**src/rtl/cpu_bus_access.sv**
```systemverilog
// Two-port to one-port bus arbiter: port A (instruction fetch, read-only) and
// port B (data load/store) are serialised onto a single request/ready system bus.
module cpu_bus_access (
    input  logic        i_clock,
    input  logic        i_reset,
    output logic        o_bus_rw,
    output logic        o_bus_request,
    input  logic        i_bus_ready,
    output logic [31:0] o_bus_address,
    input  logic [31:0] i_bus_rdata,
    output logic [31:0] o_bus_wdata,
    input  logic        i_pa_request,
    output logic        o_pa_ready,
    input  logic [31:0] i_pa_address,
    output logic [31:0] o_pa_rdata,
    input  logic        i_pb_rw,
    input  logic        i_pb_request,
    output logic        o_pb_ready,
    input  logic [31:0] i_pb_address,
    output logic [31:0] o_pb_rdata,
    input  logic [31:0] i_pb_wdata
);

    typedef enum logic [2:0] {
        ST_IDLE   = 3'd0,
        ST_BUS_A  = 3'd1,
        ST_BUS_B  = 3'd2,
        ST_WAIT_A = 3'd3,
        ST_WAIT_B = 3'd4
    } state_t;

    state_t      r_state;
    state_t      w_state_next;

    logic        r_bus_rw;
    logic        r_bus_request;
    logic [31:0] r_bus_address;
    logic [31:0] r_bus_wdata;
    logic        r_pa_ready;
    logic [31:0] r_pa_rdata;
    logic        r_pb_ready;
    logic [31:0] r_pb_rdata;

    logic        w_bus_rw_next;
    logic        w_bus_request_next;
    logic [31:0] w_bus_address_next;
    logic [31:0] w_bus_wdata_next;
    logic        w_pa_ready_next;
    logic [31:0] w_pa_rdata_next;
    logic        w_pb_ready_next;
    logic [31:0] w_pb_rdata_next;

    // NOTE: every signal gets its hold value first so no path through the case leaves it unassigned (no latch).
    always_comb begin
        w_state_next       = r_state;
        w_bus_rw_next      = r_bus_rw;
        w_bus_request_next = r_bus_request;
        w_bus_address_next = r_bus_address;
        w_bus_wdata_next   = r_bus_wdata;
        w_pa_ready_next    = r_pa_ready;
        w_pa_rdata_next    = r_pa_rdata;
        w_pb_ready_next    = r_pb_ready;
        w_pb_rdata_next    = r_pb_rdata;

        case (r_state)
            ST_IDLE: begin
                // A ready still high here belongs to a slave finishing up; start nothing until it drops.
                if (!i_bus_ready) begin
                    if (i_pb_request) begin
                        w_bus_rw_next      = i_pb_rw;
                        w_bus_address_next = i_pb_address;
                        w_bus_wdata_next   = i_pb_wdata;
                        w_bus_request_next = 1'b1;
                        w_state_next       = ST_BUS_B;
                    end else if (i_pa_request) begin
                        w_bus_rw_next      = 1'b0;
                        w_bus_address_next = i_pa_address;
                        w_bus_wdata_next   = 32'h0;
                        w_bus_request_next = 1'b1;
                        w_state_next       = ST_BUS_A;
                    end
                end
            end

            ST_BUS_A: begin
                if (i_bus_ready) begin
                    w_bus_request_next = 1'b0;
                    w_pa_ready_next    = 1'b1;
                    w_pa_rdata_next    = i_bus_rdata;
                    w_state_next       = ST_WAIT_A;
                end
            end

            ST_BUS_B: begin
                if (i_bus_ready) begin
                    w_bus_request_next = 1'b0;
                    w_pb_ready_next    = 1'b1;
                    if (!r_bus_rw) begin
                        w_pb_rdata_next = i_bus_rdata;
                    end
                    w_state_next       = ST_WAIT_B;
                end
            end

            // Stay here until the requester lets go, so a held request is not issued twice.
            ST_WAIT_A: begin
                w_pa_ready_next = 1'b0;
                if (!i_pa_request) begin
                    w_state_next = ST_IDLE;
                end
            end

            ST_WAIT_B: begin
                w_pb_ready_next = 1'b0;
                if (!i_pb_request) begin
                    w_state_next = ST_IDLE;
                end
            end

            default: begin
                w_bus_request_next = 1'b0;
                w_pa_ready_next    = 1'b0;
                w_pb_ready_next    = 1'b0;
                w_state_next       = ST_IDLE;
            end
        endcase
    end

    // NOTE: sequential state uses non-blocking assignments so all registers update together on the edge.
    // NOTE: the data registers are reset too, because every output, read data included, must read 0 in reset.
    always_ff @(posedge i_clock or negedge i_reset) begin
        if (!i_reset) begin
            r_state       <= ST_IDLE;
            r_bus_rw      <= 1'b0;
            r_bus_request <= 1'b0;
            r_bus_address <= 32'h0;
            r_bus_wdata   <= 32'h0;
            r_pa_ready    <= 1'b0;
            r_pa_rdata    <= 32'h0;
            r_pb_ready    <= 1'b0;
            r_pb_rdata    <= 32'h0;
        end else begin
            r_state       <= w_state_next;
            r_bus_rw      <= w_bus_rw_next;
            r_bus_request <= w_bus_request_next;
            r_bus_address <= w_bus_address_next;
            r_bus_wdata   <= w_bus_wdata_next;
            r_pa_ready    <= w_pa_ready_next;
            r_pa_rdata    <= w_pa_rdata_next;
            r_pb_ready    <= w_pb_ready_next;
            r_pb_rdata    <= w_pb_rdata_next;
        end
    end

    assign o_bus_rw      = r_bus_rw;
    assign o_bus_request = r_bus_request;
    assign o_bus_address = r_bus_address;
    assign o_bus_wdata   = r_bus_wdata;
    assign o_pa_ready    = r_pa_ready;
    assign o_pa_rdata    = r_pa_rdata;
    assign o_pb_ready    = r_pb_ready;
    assign o_pb_rdata    = r_pb_rdata;

    // Structural invariants of the arbiter; ignored by synthesis.
    a_request_in_bus_state: assert property (@(posedge i_clock) disable iff (!i_reset)
        r_bus_request == (r_state == ST_BUS_A || r_state == ST_BUS_B));

    a_ready_exclusive: assert property (@(posedge i_clock) disable iff (!i_reset)
        !(r_pa_ready && r_pb_ready));

    a_pa_ready_pulse: assert property (@(posedge i_clock) disable iff (!i_reset)
        r_pa_ready |=> !r_pa_ready);

    a_pb_ready_pulse: assert property (@(posedge i_clock) disable iff (!i_reset)
        r_pb_ready |=> !r_pb_ready);

    a_port_a_read_only: assert property (@(posedge i_clock) disable iff (!i_reset)
        (r_state == ST_BUS_A) |-> (!r_bus_rw && r_bus_wdata == 32'h0));

endmodule

```
**config.mk**
```make
export PLATFORM = sky130hd
export DESIGN_NAME = cpu_bus_access
export DESIGN_NICKNAME = d
export VERILOG_FILES = /design/src/rtl/cpu_bus_access.sv
export SDC_FILE = /design/constraint.sdc
export NUM_CORES = 1
export LEC_CHECK = 0
export ABC_AREA = 0
export CORE_MARGIN = 4
export CORE_UTILIZATION = 25
export CTS_CLUSTER_SIZE = 16
export DETAILED_ROUTE_END_ITERATION = 8
export GPL_ROUTABILITY_DRIVEN = 1
export PLACE_DENSITY = 0.63
export SLEW_MARGIN = 20
export SYNTH_ARGS = -nofsm -noshare
export SYNTH_HDL_FRONTEND = slang
export SYNTH_SLANG_ARGS = --single-unit
```
**constraint.sdc**
```tcl
create_clock -name i_clock -period 2 [get_ports i_clock]
set_input_delay 0.4 -clock i_clock [delete_from_list [all_inputs] [get_ports i_clock]]
set_output_delay 0.4 -clock i_clock [all_outputs]
set_load 0.05 [all_outputs]
```
==> impl_metrics.tcl, run 1 <==
set metrics [dict create \
    status "complete, no violations" \
    grt_start_max_net_pins 44 \
    postSynthCellCount 418 \
    area_delta_synth_final_pct 67.0 \
    ir_drop_mv 0.881 \
    wirelength_um 16000 \
    layout_commonest_cell "clkdlybuf4s50_1" \
    tightest_slew_ns 0.550 \
    synth_area_sq_um 5610 \
    clk_latency_ns 0.41 \
    cts_sinks 135 \
    cp_max_fo 2 \
    grt_usage 0.122 \
    critPathTopFamily "buffers and inverters" \
    worstReg2RegStart "r_state[0]" \
    nets 831 \
    post-route-period-util 0.975 \
    die_y_um 158 \
    power_density_nw_per_um2 1850 \
    fill_cells 2068 \
    arrival_ns 1.55 \
    finalClockSkew_ns 0.00678 \
    timing.rr.end "o_bus_wdata[1]" \
    finalSetupViolations 0 \
    root_buffer "clkbuf_16" \
    hold_depth 1 \
    cts_setup_buffers 0 \
    cp-start-kind "flop" \
    maxSlewHeadroom 0.633 \
    drt_iter0_markers 161 \
    syn_area_per_cell_sq_um 13.4 \
    syn_nets 552 \
    wl_per_cell_um 16.2 \
    grt_pass1_wl_um 23700 \
    finalMaxSlewViolations 0 \
    final-hold-violation-count 0 \
    clockBufferDepth 2 \
    cts_tree "yes" \
    fmax_mhz 513 \
    crit_buf_inv 1 \
    grt_pass1_vias 4356 \
    gr-total-overflow 0 \
    boundaryPins 266 \
    ff2ff_setup_slack_ns 0.21 \
    synth-seq-area-share 0.602 \
    dr.pass1.iters 4 \
    crit_slowest_cell "clkdlybuf4s50_1" \
    antenna_found_initial 0 \
    hold_end "o_bus_address[21]" \
    cts.clk_slew.worst_paths_ns 0.06 \
    num_vias 4246 \
    core_sq_um 22000 \
    leakage_nw 4.58 \
    io_buffers 265 \
    crit_type "reg -> out" \
    die_w_um 158 \
    mostFrequentLayoutCells "141 x clkdlybuf4s50_1, 135 x dfrtp_1, 112 x mux2_2, 61 x dlymetal6s2s_1, 48 x dlygate4sd2_1" \
    initial_core_util 0.255 \
    min-delay-start "o_bus_address[21]" \
    critPathMaxStageDelay_ns 0.80 \
    die_area_sq_um 24900 \
    ys_seq_elements 135 \
    end_kind "primary output" \
    antenna_cells 0 \
    stdcell_count 990 \
    rows 54 \
    vias_per_cell 4.29 \
    dpl_cell_area_sq_um 8680 \
    reg2regPathDepth 5 \
    cts_buffers 17 \
    place_congestion 0.771 \
    rsz0062_at_grt "false" \
    setup_tns_ns 0 \
    cts_max_level 4 \
    route.detailed.drc 0 \
    synth_cell_types 25 \
    maxCapViolations 0 \
    cp_cell_sequence "clkdlybuf4s50_1" \
    drtAntennaViolNets 0 \
    fin_util 0.427 \
    hold_path.class "reg -> reg" \
    hpwl_um 11600 \
    layout_min_cycle_time_ns 1.95 \
    yosysWarnings 0 \
    placed_cells 957 \
    post-route-cell-area_sq_um 9370 \
    drive_gt1_frac 0.261 \
    worst_ep_required_time_ns 1.60 \
]
[sequential cells by signal (all words and copies together), names as in the netlist]
register       flops
o_pa_rdata        32
o_bus_rw           1
o_bus_wdata       32
o_pb_ready         1
o_pa_ready         1
o_bus_address     32
o_pb_rdata        32
o_bus_request      1
r_state            3
[where the power goes]
part / switching, W / leakage [nW] / internal (W)
Clock: 0.00125 / 0.276 / 0.00188
Combinational: 0.00625 / 2.67 / 0.00319
Sequential: 0.000679 / 1.64 / 0.00405
Total: 0.00818 / 4.58 / 0.00912
[worst register-to-register path: stages (launching register included)]
cell and delay [ns]:
dfrtp_1 0.54, nor4_4 0.34, o21a_2 0.24, buf_12 0.19
buf_4 0.24, o21ai_0 0.11
[final cells by class]
| cell class | count | area [sq um] | share of cell area |
|---|---|---|---|
| clock buffers | 18 | 439 | 0.0469 |
| clock inverters | 14 | 148 | 0.0158 |
| inverters | 34 | 128 | 0.0136 |
| multi-input cells | 221 | 1970 | 0.210 |
| flip-flops and latches | 135 | 3380 | 0.361 |
| well taps | 280 | 350 | 0.0374 |
| repair buffers | 288 | 2960 | 0.316 |
[layer usage]
layer  up-vias  global-route usage  routed length (um)
li1       2009                   -                   -
met1      2053               0.141                6550
met2       174               0.202                7660
met3        10              0.0593                1640
met4         0              0.0336                 161
met5         -                   0                   0
[worst max path at each step]
stage	from	end	slack (ns)	cells after the start
2_1_floorplan	r_state[2]	o_bus_address[16]	0.21	6
3_3_place_gp	i_bus_ready	o_pb_rdata[17]	-0.08	5
3_5_place_dp	i_bus_ready	o_bus_wdata[8]	-0.12	7
4_1_cts	o_bus_wdata[2]	o_bus_wdata[2]	0.0005	1
5_1_grt	o_pa_rdata[7]	o_pa_rdata[7]	0.00003	1
6_report	o_pa_rdata[13]	o_pa_rdata[13]	0.05	1
[cells in the mapped netlist]
| cell | instances | share of area |
|---|---|---|
| a211o_1 | 1 | 0.0016 |
| a21boi_0 | 1 | 0.0013 |
| a21o_1 | 1 | 0.0013 |
| a21oi_1 | 4 | 0.0036 |
| a31oi_1 | 1 | 0.0011 |
| buf_1 | 1 | 0.00067 |
| buf_2 | 10 | 0.0089 |
| buf_4 | 1 | 0.0013 |
| buf_6 | 3 | 0.0060 |
| clkbuf_1 | 13 | 0.0087 |
| dfrtp_1 | 135 | 0.60 |
| inv_1 | 34 | 0.023 |
| mux2_1 | 16 | 0.032 |
| mux2_2 | 112 | 0.22 |
| nand2_1 | 1 | 0.00067 |
| nand2b_1 | 3 | 0.0033 |
| nand3_1 | 34 | 0.030 |
| nand3b_1 | 2 | 0.0027 |
| nor2_1 | 4 | 0.0027 |
| nor3_1 | 1 | 0.00089 |
| nor4_4 | 1 | 0.0038 |
| nor4b_4 | 1 | 0.0042 |
| o21a_2 | 1 | 0.0016 |
| o21ai_0 | 36 | 0.032 |
| o22ai_1 | 1 | 0.0011 |
[repair_timing]
action,4_1_cts,5_1_grt
endpoints found under the hold margin,37,0
hold buffers,1,0
cloned,0,0
endpoints found under the setup margin,48,61
gates resized for setup,48,61
[through the flow]
stage               setup slack [ns]  power (W)  hold WS, ns
floorplan                      0.208     0.0111        0.104
global placement             -0.0829     0.0147        0.368
finish                        0.0499     0.0173        0.480
CTS                         0.000479     0.0176        0.483
global route               0.0000309     0.0182        0.508
detailed placement            -0.124     0.0147        0.370
[cell families (layout without fill, tap and decap cells)]
| group | after synthesis | count (layout) | synth area share |
|---|---|---|---|
| AO/OA/AOI/OAI | 46 | 46 | 0.0437 |
| buffers and inverters | 62 | 354 | 0.0484 |
| flip-flops | 135 | 135 | 0.602 |
| multiplexers | 128 | 128 | 0.257 |
| AND/OR/NAND/NOR | 47 | 47 | 0.0486 |
No activity file was read; power rests on OpenSTA's default activity.
==> inputs of run 2 (changes only) <==
SKIP_CTS_REPAIR_TIMING = 1   (was default)
==> run 2 against run 1 <==
Against the previous run: design area is 1.9% higher; first-iteration DRC count rose by 11%; critical path depth unchanged; fmax about the same; clock skew hardly changed; routed wire length is essentially flat.
==> impl_metrics.tcl, run 2 (synthesized netlist as in run 1, its figures left out) <==
set metrics [dict create \
    mostFrequentLayoutCells "141 x clkdlybuf4s50_1, 135 x dfrtp_1, 112 x mux2_2, 109 x dlymetal6s2s_1, 36 x o21ai_0" \
    crit_buf_inv 1 \
    dr.pass1.iters 4 \
    maxSlewHeadroom 0.634 \
    initial_core_util 0.255 \
    core_sq_um 22000 \
    cp-start-kind "flop" \
    fin_util 0.435 \
    grt_pass1_wl_um 23600 \
    timing.rr.end "o_bus_wdata[1]" \
    drive_gt1_frac 0.261 \
    cts_max_level 4 \
    die_y_um 158 \
    combPwrFrac 0.553 \
    placed_cells 957 \
    antenna_found_initial 0 \
    status "complete, no violations" \
    vias_per_cell 4.29 \
    cp_cell_sequence "clkdlybuf4s50_1" \
    grt_pass1_vias 4343 \
    power.internal_w 0.00940 \
    hold_slack_ns 0.480 \
    crit_cells 1 \
    wl_per_cell_um 16.2 \
    hpwl_um 11600 \
    crit_start "o_pa_rdata[13]" \
    area_delta_synth_final_pct 70.2 \
    finalClockSkew_ns 0.00658 \
    power_density_nw_per_um2 1840 \
    finalSetupViolations 0 \
    power_w 0.0176 \
    rows 54 \
    leakage_nw 5.02 \
    root_buffer "clkbuf_16" \
    die_w_um 158 \
    antenna_cells 0 \
    cts_sinks 135 \
    clock_power_share 0.178 \
    layout_commonest_cell "clkdlybuf4s50_1" \
    nets 831 \
    reg2regPathDepth 5 \
    end_kind "primary output" \
    ir_drop_mv 0.974 \
    worst_ep_required_time_ns 1.60 \
    endpoint "o_pa_rdata[13]" \
    tightest_slew_ns 0.548 \
    fmax_mhz 513 \
    cts_tree "yes" \
    final-hold-violation-count 0 \
    p_sw_w 0.00818 \
    grt_usage 0.122 \
    boundaryPins 266 \
    clockBufferDepth 2 \
    cts.clk_slew.worst_paths_ns 0.06 \
    route.detailed.drc 0 \
    crit_slowest_cell "clkdlybuf4s50_1" \
    rsz0062_at_grt "false" \
    maxCapViolations 0 \
    num_vias 4249 \
    critPathMaxStageDelay_ns 0.80 \
    drtAntennaViolNets 0 \
    switching_share 0.465 \
    finalMaxSlewViolations 0 \
    grt_start_max_net_pins 44 \
    crit_type "reg -> out" \
    wirelength_um 16000 \
    clk_latency_ns 0.41 \
    die_area_sq_um 24900 \
    arrival_ns 1.55 \
    layout_min_cycle_time_ns 1.95 \
    critPathTopFamily "buffers and inverters" \
    drt_iter0_markers 178 \
    cp_max_fo 2 \
    ff2ff_setup_slack_ns 0.20 \
    gr-total-overflow 0 \
    io_buffers 265 \
    pwr-share-seq 0.269 \
    place_congestion 0.771 \
    cts_buffers 17 \
    worstReg2RegStart "r_state[0]" \
    hold_path.class "reg -> reg" \
    post-route-period-util 0.975 \
    stdcell_count 990 \
]
[run 2: cell types whose count changed in the layout (fill, tap and decap cells not counted), sizes merged]
cell	delta
dlymetal6s2s	+48
dlygate4sd2	-48
[run 2: metrics by stage]
stage                     instance area (sq um)  setup slack (ns)  setup TNS, ns
after CTS                                  9270           -0.0276         -0.419
after global placement                     8680           -0.0829          -6.61
after detailed placement                   8680            -0.124          -7.34
after global routing                       9550         0.0000309              0
final                                      9550            0.0507              0
after floorplan                            5610             0.208              0
[run 2: power groups by stage]
stage / combinational (W) / clock [W] / sequential (W)
floorplan: 0.00185 / 0 / 0.00927
global placement: 0.00987 / 0 / 0.00478
detailed placement: 0.00993 / 0 / 0.00482
CTS: 0.00995 / 0.00324 / 0.00480
global route: 0.0102 / 0.00337 / 0.00493
finish: 0.00972 / 0.00313 / 0.00473
[run 2: how the worst min path moves through the flow]
stage | from | end | slack, ns | depth (start not counted)
floorplan | i_reset | o_bus_address[0] | 0.10 | 0
global placement | i_reset | o_bus_wdata[17] | 0.37 | 1
detailed placement | i_reset | o_bus_wdata[29] | 0.37 | 1
CTS | i_reset | o_bus_wdata[14] | -0.08 | 1
global route | o_pa_rdata[2] | o_pa_rdata[2] | 0.51 | 1
finish | o_bus_address[21] | o_bus_address[21] | 0.48 | 1
[run 2: layout make-up]
class                      count  area (sq um)
inverter                      34           128
tap                          280           350
clock buffer                  18           439
timing repair buffer         288          3140
clock inverter                14           148
sequential                   135          3380
multi-input combinational    221          1970
fill                        2031         12400
[run 2: per-layer routing]
layer  track usage  up-vias  wire length, um
met1         0.141     2061             6530
met5             0        -                0
li1              -     2011                -
met3        0.0599       10             1640
met2         0.201      167             7670
met4        0.0336        0              161
==> inputs of run 3 (changes only) <==
CORE_ASPECT_RATIO = 0.5   (was default)
SKIP_CTS_REPAIR_TIMING = default   (was 1)
==> run 3 against run 2 <==
Against the previous run: flip-flop and latch count unchanged; non-clock buffer count unchanged; die area increased by 0.58%; first-iteration DRC count decreased by 13%; routed wire length increased by 5.2%; final cell count increased by 2.0%; highest routed layer is now met5.
==> impl_metrics.tcl, run 3 (synthesized netlist as in run 1, its figures left out) <==
set metrics [dict create \
    timing.rr.end "o_pb_rdata[18]" \
    ff2ff_setup_slack_ns 0.25 \
    end_kind "flop" \
    layout_min_cycle_time_ns 1.75 \
    initial_core_util 0.256 \
    die_area_sq_um 25000 \
    wl_per_cell_um 16.7 \
    post-route-period-util 0.873 \
    stdcell_count 1010 \
    vias_per_cell 4.23 \
    arrival_ns 2.04 \
    wirelength_um 16800 \
    crit_type "reg -> reg" \
    power_density_nw_per_um2 1840 \
    area_delta_synth_final_pct 63.4 \
    ir_drop_mv 0.652 \
    cp-start-kind "flop" \
    cts_tree "yes" \
    finalSetupViolations 0 \
    antenna_cells 0 \
    worst_ep_required_time_ns 2.30 \
    worst_slack_ns 0.255 \
    root_buffer "clkbuf_16" \
    final-hold-violation-count 0 \
    status "complete, no violations" \
    rsz0062_at_grt "false" \
    clockBufferDepth 2 \
    grt_pass1_wl_um 25400 \
    drt_iter0_markers 155 \
    layout_commonest_cell "dfrtp_1" \
    fmax_mhz 573 \
    hold_path.class "in -> reg" \
    leakage_nw 4.18 \
    drtAntennaViolNets 0 \
    cts_max_level 4 \
    die_w_um 220 \
    place_ws_ns -0.0857 \
    hold_depth 3 \
    finalMaxSlewViolations 0 \
    fill_cells 2102 \
    maxCapViolations 0 \
    gr-total-overflow 0 \
    cts_setup_buffers 0 \
    die_y_um 114 \
    hold_slack_ns 0.402 \
    route.detailed.drc 0 \
    clk_latency_ns 0.42 \
    num_vias 4277 \
    core_sq_um 21900 \
    place_congestion 0.755 \
    antenna_found_initial 2 \
    nets 831 \
    grt_start_max_net_pins 54 \
    mostFrequentLayoutCells "135 x dfrtp_1, 131 x clkdlybuf4s50_1, 112 x mux2_2, 86 x dlygate4sd2_1, 44 x buf_4" \
    io_buffers 265 \
    boundaryPins 266 \
    worstReg2RegStart "r_state[2]" \
    min-delay-start "i_pb_request" \
    cts_sinks 135 \
    hold_end "o_bus_wdata[14]" \
    cts_buffers 17 \
    grt_usage 0.132 \
    cp_max_fo 32 \
    maxSlewHeadroom 0.634 \
    cts.clk_slew.worst_paths_ns 0.06 \
    grt_pass1_vias 4541 \
    hpwl_um 12900 \
    finalClockSkew_ns 0.00876 \
    placed_cells 977 \
    reg2regPathDepth 4 \
    tightest_slew_ns 0.551 \
    drive_gt1_frac 0.279 \
    rows 38 \
    dr.pass1.iters 5 \
]
-- run 3: per-stage QoR --
step	instance area, sq um	utilization	setup TNS, ns	total power (W)
floorplan	5610	-	0	0.0111
global placement	8680	0.397	-4.29	0.0147
detailed placement	8680	0.397	-5.27	0.0148
CTS	9120	0.417	0	0.0172
global route	9170	0.419	0	0.0177
finish	9170	0.419	0	0.0169
-- run 3: layout make-up --
| type | count | area (sq um) | area share |
|---|---|---|---|
| clock buffers | 21 | 450 | 0.0491 |
| clock inverters | 11 | 92.6 | 0.0101 |
| inverters | 34 | 128 | 0.0139 |
| multi-input cells | 221 | 1970 | 0.215 |
| flip-flops and latches | 135 | 3380 | 0.369 |
| well taps | 300 | 375 | 0.0410 |
| repair buffers | 288 | 2770 | 0.303 |
-- run 3: worst max-delay path, cell delays in order, from the launching register on --
cell and delay, ns:
dfrtp_1 0.49, nand2b_1 0.24, nor4b_4 0.28, buf_12 0.26
mux2_2 0.36
-- run 3: per-layer routing --
| metal | vias to the layer above | wire [um] | track usage |
|---|---|---|---|
| met5 | - | 36 | 0 |
| met4 | 4 | 352 | 0.0502 |
| met3 | 27 | 528 | 0.0349 |
| met2 | 69 | 9690 | 0.251 |
| met1 | 2170 | 6210 | 0.140 |
| li1 | 2007 | - | - |
-- run 3: repair_timing --
action,CTS,global route
resized for setup,86,17
endpoints found under the hold margin,49,0
endpoints found under the setup margin,86,17
hold buffers,1,0
-- run 3: how the worst max path moves through the flow --
| stage | startpoint | slack [ns] | cells past startpoint | to |
|---|---|---|---|---|
| after global placement | i_bus_ready | -0.07 | 5 | o_pb_rdata[14] |
| after detailed placement | i_bus_ready | -0.09 | 6 | o_bus_address[14] |
| after CTS | o_bus_address[26] | 0.002 | 1 | o_bus_address[26] |
| after global routing | r_state[2] | 0.14 | 4 | o_pb_rdata[9] |
| after floorplan | r_state[2] | 0.21 | 6 | o_bus_address[16] |
| final | r_state[2] | 0.25 | 4 | o_pb_rdata[18] |
-- run 3: report_power, final --
part / internal, W / switching (W) / total (W) / leakage [nW]
sequential: 0.00406 / 0.000683 / 0.00474 / 1.64
clock: 0.00164 / 0.00124 / 0.00288 / 0.256
combinational: 0.00294 / 0.00634 / 0.00928 / 2.29
